**src/rtl/tdm_demux_1to8.sv**
```systemverilog
// tdm_demux_1to8
// Recovers eight channels from a time-division-multiplexed serial stream.
// Beats are collected into a shadow register slot by slot. A complete frame
// is copied to dout in one step, so dout never shows a partial frame.
// Framing is tracked by a two-state machine: HUNT waits for frame_sync and
// RECV follows the slot counter. Sync violations give a one-cycle sync_err.

module tdm_demux_1to8 #(
    parameter int DATA_W = 1
) (
    input  logic                  clk,
    input  logic                  rst_n,
    input  logic [DATA_W-1:0]     din,
    input  logic                  din_valid,
    input  logic                  frame_sync,
    output logic [8*DATA_W-1:0]   dout,
    output logic                  frame_valid,
    output logic [2:0]            sel,
    output logic                  locked,
    output logic                  sync_err
);

    typedef enum logic [0:0] {
        ST_HUNT = 1'b0,
        ST_RECV = 1'b1
    } state_t;

    localparam int FRAME_W = 8 * DATA_W;

    state_t               state_q,       state_d;
    logic [2:0]           sel_q,         sel_d;
    logic [FRAME_W-1:0]   shadow_q,      shadow_d;
    logic [FRAME_W-1:0]   dout_q,        dout_d;
    logic                 frame_valid_q, frame_valid_d;
    logic                 sync_err_q,    sync_err_d;

    // Next-state, slot routing and frame publication for one accepted beat
    always_comb begin
        state_d       = state_q;
        sel_d         = sel_q;
        shadow_d      = shadow_q;
        dout_d        = dout_q;
        frame_valid_d = 1'b0;
        sync_err_d    = 1'b0;

        if (din_valid) begin
            case (state_q)
                ST_HUNT: begin
                    if (frame_sync) begin
                        // Sync found: this beat is slot 0 of the first frame
                        shadow_d[DATA_W-1:0] = din;
                        sel_d                = 3'd1;
                        state_d              = ST_RECV;
                    end else begin
                        // Unsynchronised data is dropped silently
                        sel_d   = 3'd0;
                        state_d = ST_HUNT;
                    end
                end

                ST_RECV: begin
                    if (frame_sync) begin
                        // Sync anywhere other than slot 0 aborts the frame
                        // being collected but still starts a new one.
                        if (sel_q != 3'd0) begin
                            sync_err_d = 1'b1;
                        end else begin
                            sync_err_d = 1'b0;
                        end
                        shadow_d[DATA_W-1:0] = din;
                        sel_d                = 3'd1;
                    end else if (sel_q == 3'd0) begin
                        // Slot 0 arrived without sync: framing lost
                        sync_err_d = 1'b1;
                        sel_d      = 3'd0;
                        state_d    = ST_HUNT;
                    end else if (sel_q == 3'd7) begin
                        // Last slot goes straight to dout along with the shadow
                        dout_d        = {din, shadow_q[7*DATA_W-1:0]};
                        frame_valid_d = 1'b1;
                        sel_d         = 3'd0;
                    end else begin
                        shadow_d[sel_q*DATA_W +: DATA_W] = din;
                        sel_d                            = sel_q + 3'd1;
                    end
                end

                default: begin
                    state_d = ST_HUNT;
                    sel_d   = 3'd0;
                end
            endcase
        end else begin
            // Idle cycle: only the pulses fall back to zero
            state_d = state_q;
        end
    end

    // Framing state, slot counter and the two status pulses
    always_ff @(posedge clk or negedge rst_n) begin
        if (!rst_n) begin
            state_q       <= ST_HUNT;
            sel_q         <= 3'd0;
            frame_valid_q <= 1'b0;
            sync_err_q    <= 1'b0;
        end else begin
            state_q       <= state_d;
            sel_q         <= sel_d;
            frame_valid_q <= frame_valid_d;
            sync_err_q    <= sync_err_d;
        end
    end

    // Shadow collection register and published frame
    always_ff @(posedge clk or negedge rst_n) begin
        if (!rst_n) begin
            shadow_q <= {FRAME_W{1'b0}};
            dout_q   <= {FRAME_W{1'b0}};
        end else begin
            shadow_q <= shadow_d;
            dout_q   <= dout_d;
        end
    end

    assign dout        = dout_q;
    assign frame_valid = frame_valid_q;
    assign sel         = sel_q;
    assign locked      = (state_q == ST_RECV);
    assign sync_err    = sync_err_q;

endmodule

```
**config.mk**
```make
export PLATFORM = sky130hd
export DESIGN_NAME = tdm_demux_1to8
export DESIGN_NICKNAME = d
export VERILOG_FILES = /design/src/rtl/tdm_demux_1to8.sv
export SDC_FILE = /design/constraint.sdc
export NUM_CORES = 1
export LEC_CHECK = 0
export CORE_MARGIN = 4
export CORE_UTILIZATION = 49
export DETAILED_ROUTE_END_ITERATION = 12
export GPL_ROUTABILITY_DRIVEN = 0
export PLACE_DENSITY = 0.87
export SKIP_CTS_REPAIR_TIMING = 1
export SLEW_MARGIN = 20
export SYNTH_ARGS = -nofsm -noshare
export SYNTH_HDL_FRONTEND = slang
export SYNTH_SLANG_ARGS = --single-unit
```
**constraint.sdc**
```tcl
create_clock -name clk -period 2.75 [get_ports clk]
set_input_delay 0.55 -clock clk [delete_from_list [all_inputs] [get_ports clk]]
set_output_delay 0.55 -clock clk [all_outputs]
set_load 0.005 [all_outputs]
```
# Word-level counts from Yosys, hierarchy flattened
# Cells that the tools add are included.
totals:
  inputBits: 5
  out_inout_bits: 14
  regBits: 22
  wordCells: 49
classes:
  n_reduce_logical: 5
  bitwise: 4
  eq_ne: 4
  addsub: 2
  n_mux: 25
  shift: 2
ops:
  columns: ["op", "count"]
  rows:
  - ["3-bit negator with 34-bit output", 1]
  - ["1-bit by 34-bit variable shift with 8-bit output (first input constant)", 1]
  - ["1-bit by 34-bit variable part select with 8-bit output", 1]
  - ["1-bit 2-to-1 mux", 18]
  - ["5-bit AND reduction", 2]
  - ["3-bit 2-to-1 mux", 3]
  - ["8-bit bitwise mux", 1]
  - ["3-bit != test (second input constant)", 2]
  - ["3-bit case mux with 2 select lines", 1]
  - ["1-bit NOT", 4]
  - ["1-bit case mux with 2 select lines", 2]
  - ["4-bit AND reduction", 1]
  - ["3-bit by 1-bit adder with 3-bit output (second input constant)", 1]
  - ["3-bit == test (second input constant)", 1]
  - ["3-bit zero test", 1]
  - ["3-bit nonzero test", 1]
  - ["2-bit != test (second input constant)", 1]

# Depth between registers and ports, before layout
depth:
  word_depth: 7
  ltp_mapped: 7
  mapped_depth_nobuf: 7

# Worst setup path after synthesis
# Ideal clock, no wire load.
synth_path:
  path_type: "register to register"
  startpoint: "register sel_q[0], in the netlist sel[0]"
  endpoint: "register shadow_q[1]"
  t_arrival_ns: 1.858
  required_ns: 2.625
  stages_incl_launch_ff: 8
  slack_ns: 0.767
  path_buffers: 0
  path_cell_list: "dfrtp_1 inv_1 ha_1 ha_1 nor2_1 nand4_4 or3_1 mux2_4"
synth_via:
  elab_chain_cells: 3
  word_cells_on_any_way: 9
synth_lines:
  columns: ["element", "line", "text"]
  rows:
  - ["from (decl)", "31", "logic [2:0] sel_q, sel_d;"]
  - ["from (signal assigned)", "108", "sel_q <= sel_d;"]
  - ["3-bit negator with 34-bit output (tied with other cells)", "83", "shadow_d[sel_q*DATA_W +: DATA_W] = din;"]
  - ["1-bit by 34-bit variable part select with 8-bit output (tied with other cells)", "83", null]
  - ["8-bit bitwise mux or 5-bit AND reduction (tied branches)", null, null]
  - ["to (signal assigned)", "117", "shadow_q <= {FRAME_W{1'b0}};"]
  - ["to (signal assigned)", "120", "shadow_q <= shadow_d;"]
  - ["to (decl)", "32", "logic [FRAME_W-1:0] shadow_q, shadow_d;"]
# Several ways; a longest one is shown, not always the timed one.
# A chain may end at the register's enable or synchronous reset.

# Final worst setup path
layout_path:
  startpoint: "register sel_q[0], in the netlist sel[0]"
  endpoint: "register shadow_q[5]"
# The elaborated chain is that of the path after synthesis.

==> flow_summary.html <==
<table>
<tr><th>Metric</th><th>Value</th></tr>
<tr><th colspan="2">Setup path</th></tr>
<tr><td>Cell type with the highest occurrence count on the critical path</td><td>ha_1</td></tr>
<tr><td>Origin of the critical flop-to-flop path</td><td>sel[0]$_DFFE_PN0P_</td></tr>
<tr><td>CP Launch Point</td><td>sel[0]$_DFFE_PN0P_</td></tr>
<tr><td>Maximum cell stage delay along the critical path</td><td>450 ps</td></tr>
<tr><td>Critical Path Sink Type</td><td>flip-flop</td></tr>
<tr><td>Maximum fanout encountered on the critical timing path</td><td>5</td></tr>
<tr><td>Worst Setup Path Type</td><td>reg2reg</td></tr>
<tr><td>Critical-path top delay cell</td><td>dfrtp_1</td></tr>
<tr><td>Register-to-Register Path Depth</td><td>7</td></tr>
<tr><td>Crit path required time</td><td>2940 ps</td></tr>
<tr><td>Worst setup slack for register-to-register paths</td><td>530 ps</td></tr>
<tr><td>Cell Chain, Critical Path</td><td>inv_1 -&gt; ha_1 -&gt; ha_1 -&gt; nor2_1 -&gt; nand4_1 -&gt; nor3_1 -&gt; mux2_2</td></tr>
<tr><td>Critical path capture point</td><td>shadow_q[5]$_DFFE_PN0P_</td></tr>
<tr><td>Worst setup SP type</td><td>flip-flop</td></tr>
<tr><td>R2R Path End</td><td>shadow_q[5]$_DFFE_PN0P_</td></tr>
<tr><td>Crit path arrival time</td><td>approximately 2400 ps</td></tr>
<tr><th colspan="2">Clock network</th></tr>
<tr><td>Clock Pin Slew Worst Setup and Hold Paths</td><td>110 ps</td></tr>
<tr><td>Root buf cell</td><td>clkbuf_4</td></tr>
<tr><td>CTS sink count</td><td>21</td></tr>
<tr><td>Clock H-tree levels</td><td>1</td></tr>
<tr><td>Clock latency reported for the late side of the worst-skew pair</td><td>roughly 300 ps</td></tr>
<tr><td>Deepest clock path buffer count</td><td>2</td></tr>
<tr><td>Total CTS buffers</td><td>3</td></tr>
<tr><td>CTS tree</td><td>done</td></tr>
<tr><th colspan="2">STA</th></tr>
<tr><td>Unrepaired setup endpoints after global routing</td><td>false</td></tr>
<tr><td>Final sum of negative setup slack</td><td>0 ps</td></tr>
<tr><td>Crit share post-route</td><td>0.807</td></tr>
<tr><td>Setup violators final</td><td>0</td></tr>
<tr><td>Time the worst path needs with I/O delays and setup</td><td>2220 ps</td></tr>
<tr><td>Worst-Margin Slew</td><td>422 ps</td></tr>
<tr><td>Final Hold Violating Endpoints</td><td>0</td></tr>
<tr><td>Final Slew Violations</td><td>0</td></tr>
<tr><td>Clock Skew</td><td>6.09 ps</td></tr>
<tr><td>Highest Clock Rate</td><td>451 MHz</td></tr>
<tr><td>Slew Limit Headroom</td><td>0.718</td></tr>
<tr><th colspan="2">Place</th></tr>
<tr><td>Placed inst area</td><td>1180 sq um</td></tr>
<tr><td>Final HPWL DP</td><td>1330 um</td></tr>
<tr><td>Number of instances in the placed design</td><td>118</td></tr>
<tr><td>Total of buffers placed on input and output ports</td><td>18</td></tr>
<tr><th colspan="2">Drt</th></tr>
<tr><td>First drt pass iteration count</td><td>4</td></tr>
<tr><td>Total number of vias</td><td>648</td></tr>
<tr><td>Iteration-0 DRC Markers</td><td>16</td></tr>
<tr><td>Drt via density</td><td>5.31</td></tr>
<tr><td>DR DRC count</td><td>0</td></tr>
<tr><td>Total detailed-routing wirelength</td><td>1730 um</td></tr>
<tr><td>WL per Instance</td><td>between 10 and 15 um</td></tr>
<tr><td>Residual antenna-violating net count after detailed routing</td><td>0</td></tr>
<tr><th colspan="2">Logic synthesis</th></tr>
<tr><td>Flops &amp; latches, synth</td><td>21</td></tr>
<tr><td>Number of enable-type register cells in the synthesized netlist</td><td>0</td></tr>
<tr><td>Most frequent cell after synthesis</td><td>dfrtp_1</td></tr>
<tr><td>Average footprint of a synthesized cell</td><td>12.9 sq um</td></tr>
<tr><td>Yosys warns</td><td>0</td></tr>
<tr><td>Dominant cells by area after synthesis</td><td>dfrtp_1, mux2_2, ha_1</td></tr>
<tr><td>Syn Nets</td><td>87</td></tr>
<tr><td>Proportion of netlist area held by the largest area contributor</td><td>0.543</td></tr>
<tr><td>Cell type contributing the most total cell area after synthesis</td><td>dfrtp_1</td></tr>
<tr><td>Share of flip-flops with an asynchronous set or reset after synthesis</td><td>1.00</td></tr>
<tr><td>Cells after synthesis</td><td>75</td></tr>
<tr><td>List of most frequent post-synthesis cells</td><td>dfrtp_1, mux2_2, ha_1, inv_1, nor3_1</td></tr>
<tr><td>Dominant register cell in the synthesized netlist</td><td>dfrtp_1</td></tr>
<tr><td>Combined area of all synthesized cells</td><td>968 sq um</td></tr>
<tr><td>Cell variety after synth</td><td>20</td></tr>
<tr><td>Sequential share of the synthesized area</td><td>0.543</td></tr>
<tr><th colspan="2">Final layout</th></tr>
<tr><td>Share of post-route cells with drive strength above 1</td><td>0.206</td></tr>
<tr><td>Final Core Density</td><td>0.667</td></tr>
<tr><td>Number of nets in the finished design</td><td>between 100 and 150</td></tr>
<tr><td>Area growth from synthesis to layout</td><td>24.2%</td></tr>
<tr><td>Post-Layout Cell Count</td><td>122</td></tr>
<tr><td>Area of all placed cells without fillers</td><td>1200 sq um</td></tr>
<tr><td>N_diodes</td><td>0</td></tr>
<tr><th colspan="2">Job</th></tr>
<tr><td>Max Cap Violations</td><td>0</td></tr>
<tr><th colspan="2">Die</th></tr>
<tr><td>Vertical die dimension</td><td>approximately 52 um</td></tr>
<tr><td>Placement row count</td><td>15</td></tr>
<tr><td>CORE AREA</td><td>1800 sq um</td></tr>
<tr><td>Die Width</td><td>roughly 52 um</td></tr>
<tr><td>Effective utilization at floorplan</td><td>0.538</td></tr>
<tr><td>Total die area</td><td>2750 sq um</td></tr>
<tr><td>I/O pin total</td><td>19</td></tr>
<tr><th colspan="2">Global routing</th></tr>
<tr><td>Antenna violations before repair</td><td>0</td></tr>
<tr><td>Wire length of the first global-routing pass</td><td>2930 um</td></tr>
<tr><td>Sum of overflow across all layers after global routing</td><td>0</td></tr>
<tr><td>Via count of the first global-routing pass</td><td>between 600 and 700</td></tr>
<tr><td>Total routing resource utilization after global routing</td><td>0.148</td></tr>
<tr><td>Maximum number of pins on one net before global-route repair</td><td>22</td></tr>
<tr><th colspan="2">Pwr</th></tr>
<tr><td>Static leakage power</td><td>0.572 nW</td></tr>
<tr><td>Total power</td><td>0.714 mW</td></tr>
<tr><td>Power density cells</td><td>594 nW/um^2</td></tr>
<tr><td>Worst ir drop on vdd</td><td>0.413 mV</td></tr>
<tr><th colspan="2">Worst hold path</th></tr>
<tr><td>Classification of the worst-slack hold path</td><td>reg2reg</td></tr>
<tr><th colspan="2">Status</th></tr>
<tr><td>Result of the run</td><td>completed</td></tr>
</table>
## cells in the final DEF, fill, tap and decap left out
cell type,n
a31oi_1,1
clkbuf_4,3
o211ai_1,1
or3_1,1
nand2_1,2
clkbuf_1,1
a21oi_1,3
ha_1,7
mux2_4,1
nor2_1,2
mux2_2,14
clkdlybuf4s50_1,18
nand4_4,1
buf_4,1
and2_1,1
nand3_1,1
nor3_1,5
and3_1,1
nand4_1,2
inv_1,6
o21ai_0,2
dfrtp_1,21
nor2b_1,2
## power breakdown
part           switching, mW  leakage [nW]  total (mW)  internal [mW]
combinational         0.0862         0.279       0.183         0.0969
clock                 0.0866        0.0150       0.143         0.0565
sequential            0.0309         0.278       0.388          0.357
total                  0.204         0.572       0.714          0.510
## routing by layer
metal  vias up  track usage  wire, um
li1        307            -         -
met3         0       0.0598       103
met4         0       0.0255         0
met1       320        0.174       719
met2        21        0.254       903
met5         -            0         0
## cell type report
class                   instances  area (sq um)
clock buffers                   4          26.3
repair buffers                 19           188
inverters                       6          22.5
flip-flops and latches         21           526
fillers                       154           599
multi-input cells              47           409
well taps                      25          31.3
## worst max-delay path: cells and delay by family (launching register included)
family        cells  cell delay [ps]
fa+ha+maj         2              450
buf+inv           1              110
flops             1              450
mux               1              370
simple gates      3              730
## how the worst min path moves through the flow
stage / startpoint / endpoint / slack (ps) / cells after the start
global placement: shadow_q[0]$_DFFE_PN0P_ / dout[0]$_DFFE_PN0P_ / 490 / 1
finish: shadow_q[5]$_DFFE_PN0P_ / dout[5]$_DFFE_PN0P_ / 510 / 1
floorplan: rst_n / dout[0]$_DFFE_PN0P_ / 250 / 0
CTS: shadow_q[0]$_DFFE_PN0P_ / dout[0]$_DFFE_PN0P_ / 520 / 1
global route: shadow_q[5]$_DFFE_PN0P_ / dout[5]$_DFFE_PN0P_ / 530 / 1
detailed placement: shadow_q[0]$_DFFE_PN0P_ / dout[0]$_DFFE_PN0P_ / 490 / 1
## cell families after synthesis
group	Yosys count	share of synthesized area
simple gates	18	0.114
buf+inv	7	0.0349
compound gates	7	0.0401
flops	21	0.543
fa+ha+maj	7	0.0904
mux	15	0.178
## through the flow
step / worst slack [ps] / hold WS [ps]
after floorplan: 767 / 254
after global placement: 435 / 485
after detailed placement: 353 / 494
after CTS: 552 / 519
after global routing: 449 / 533
final: 532 / 512
## registers in the layout, summed over array words and instances, names as in the netlist
signal / cells
locked: 1
sync_err: 1
shadow_q: 7
dout: 8
frame_valid: 1
sel: 3
Note: power is estimated with default switching activity, not from simulation.
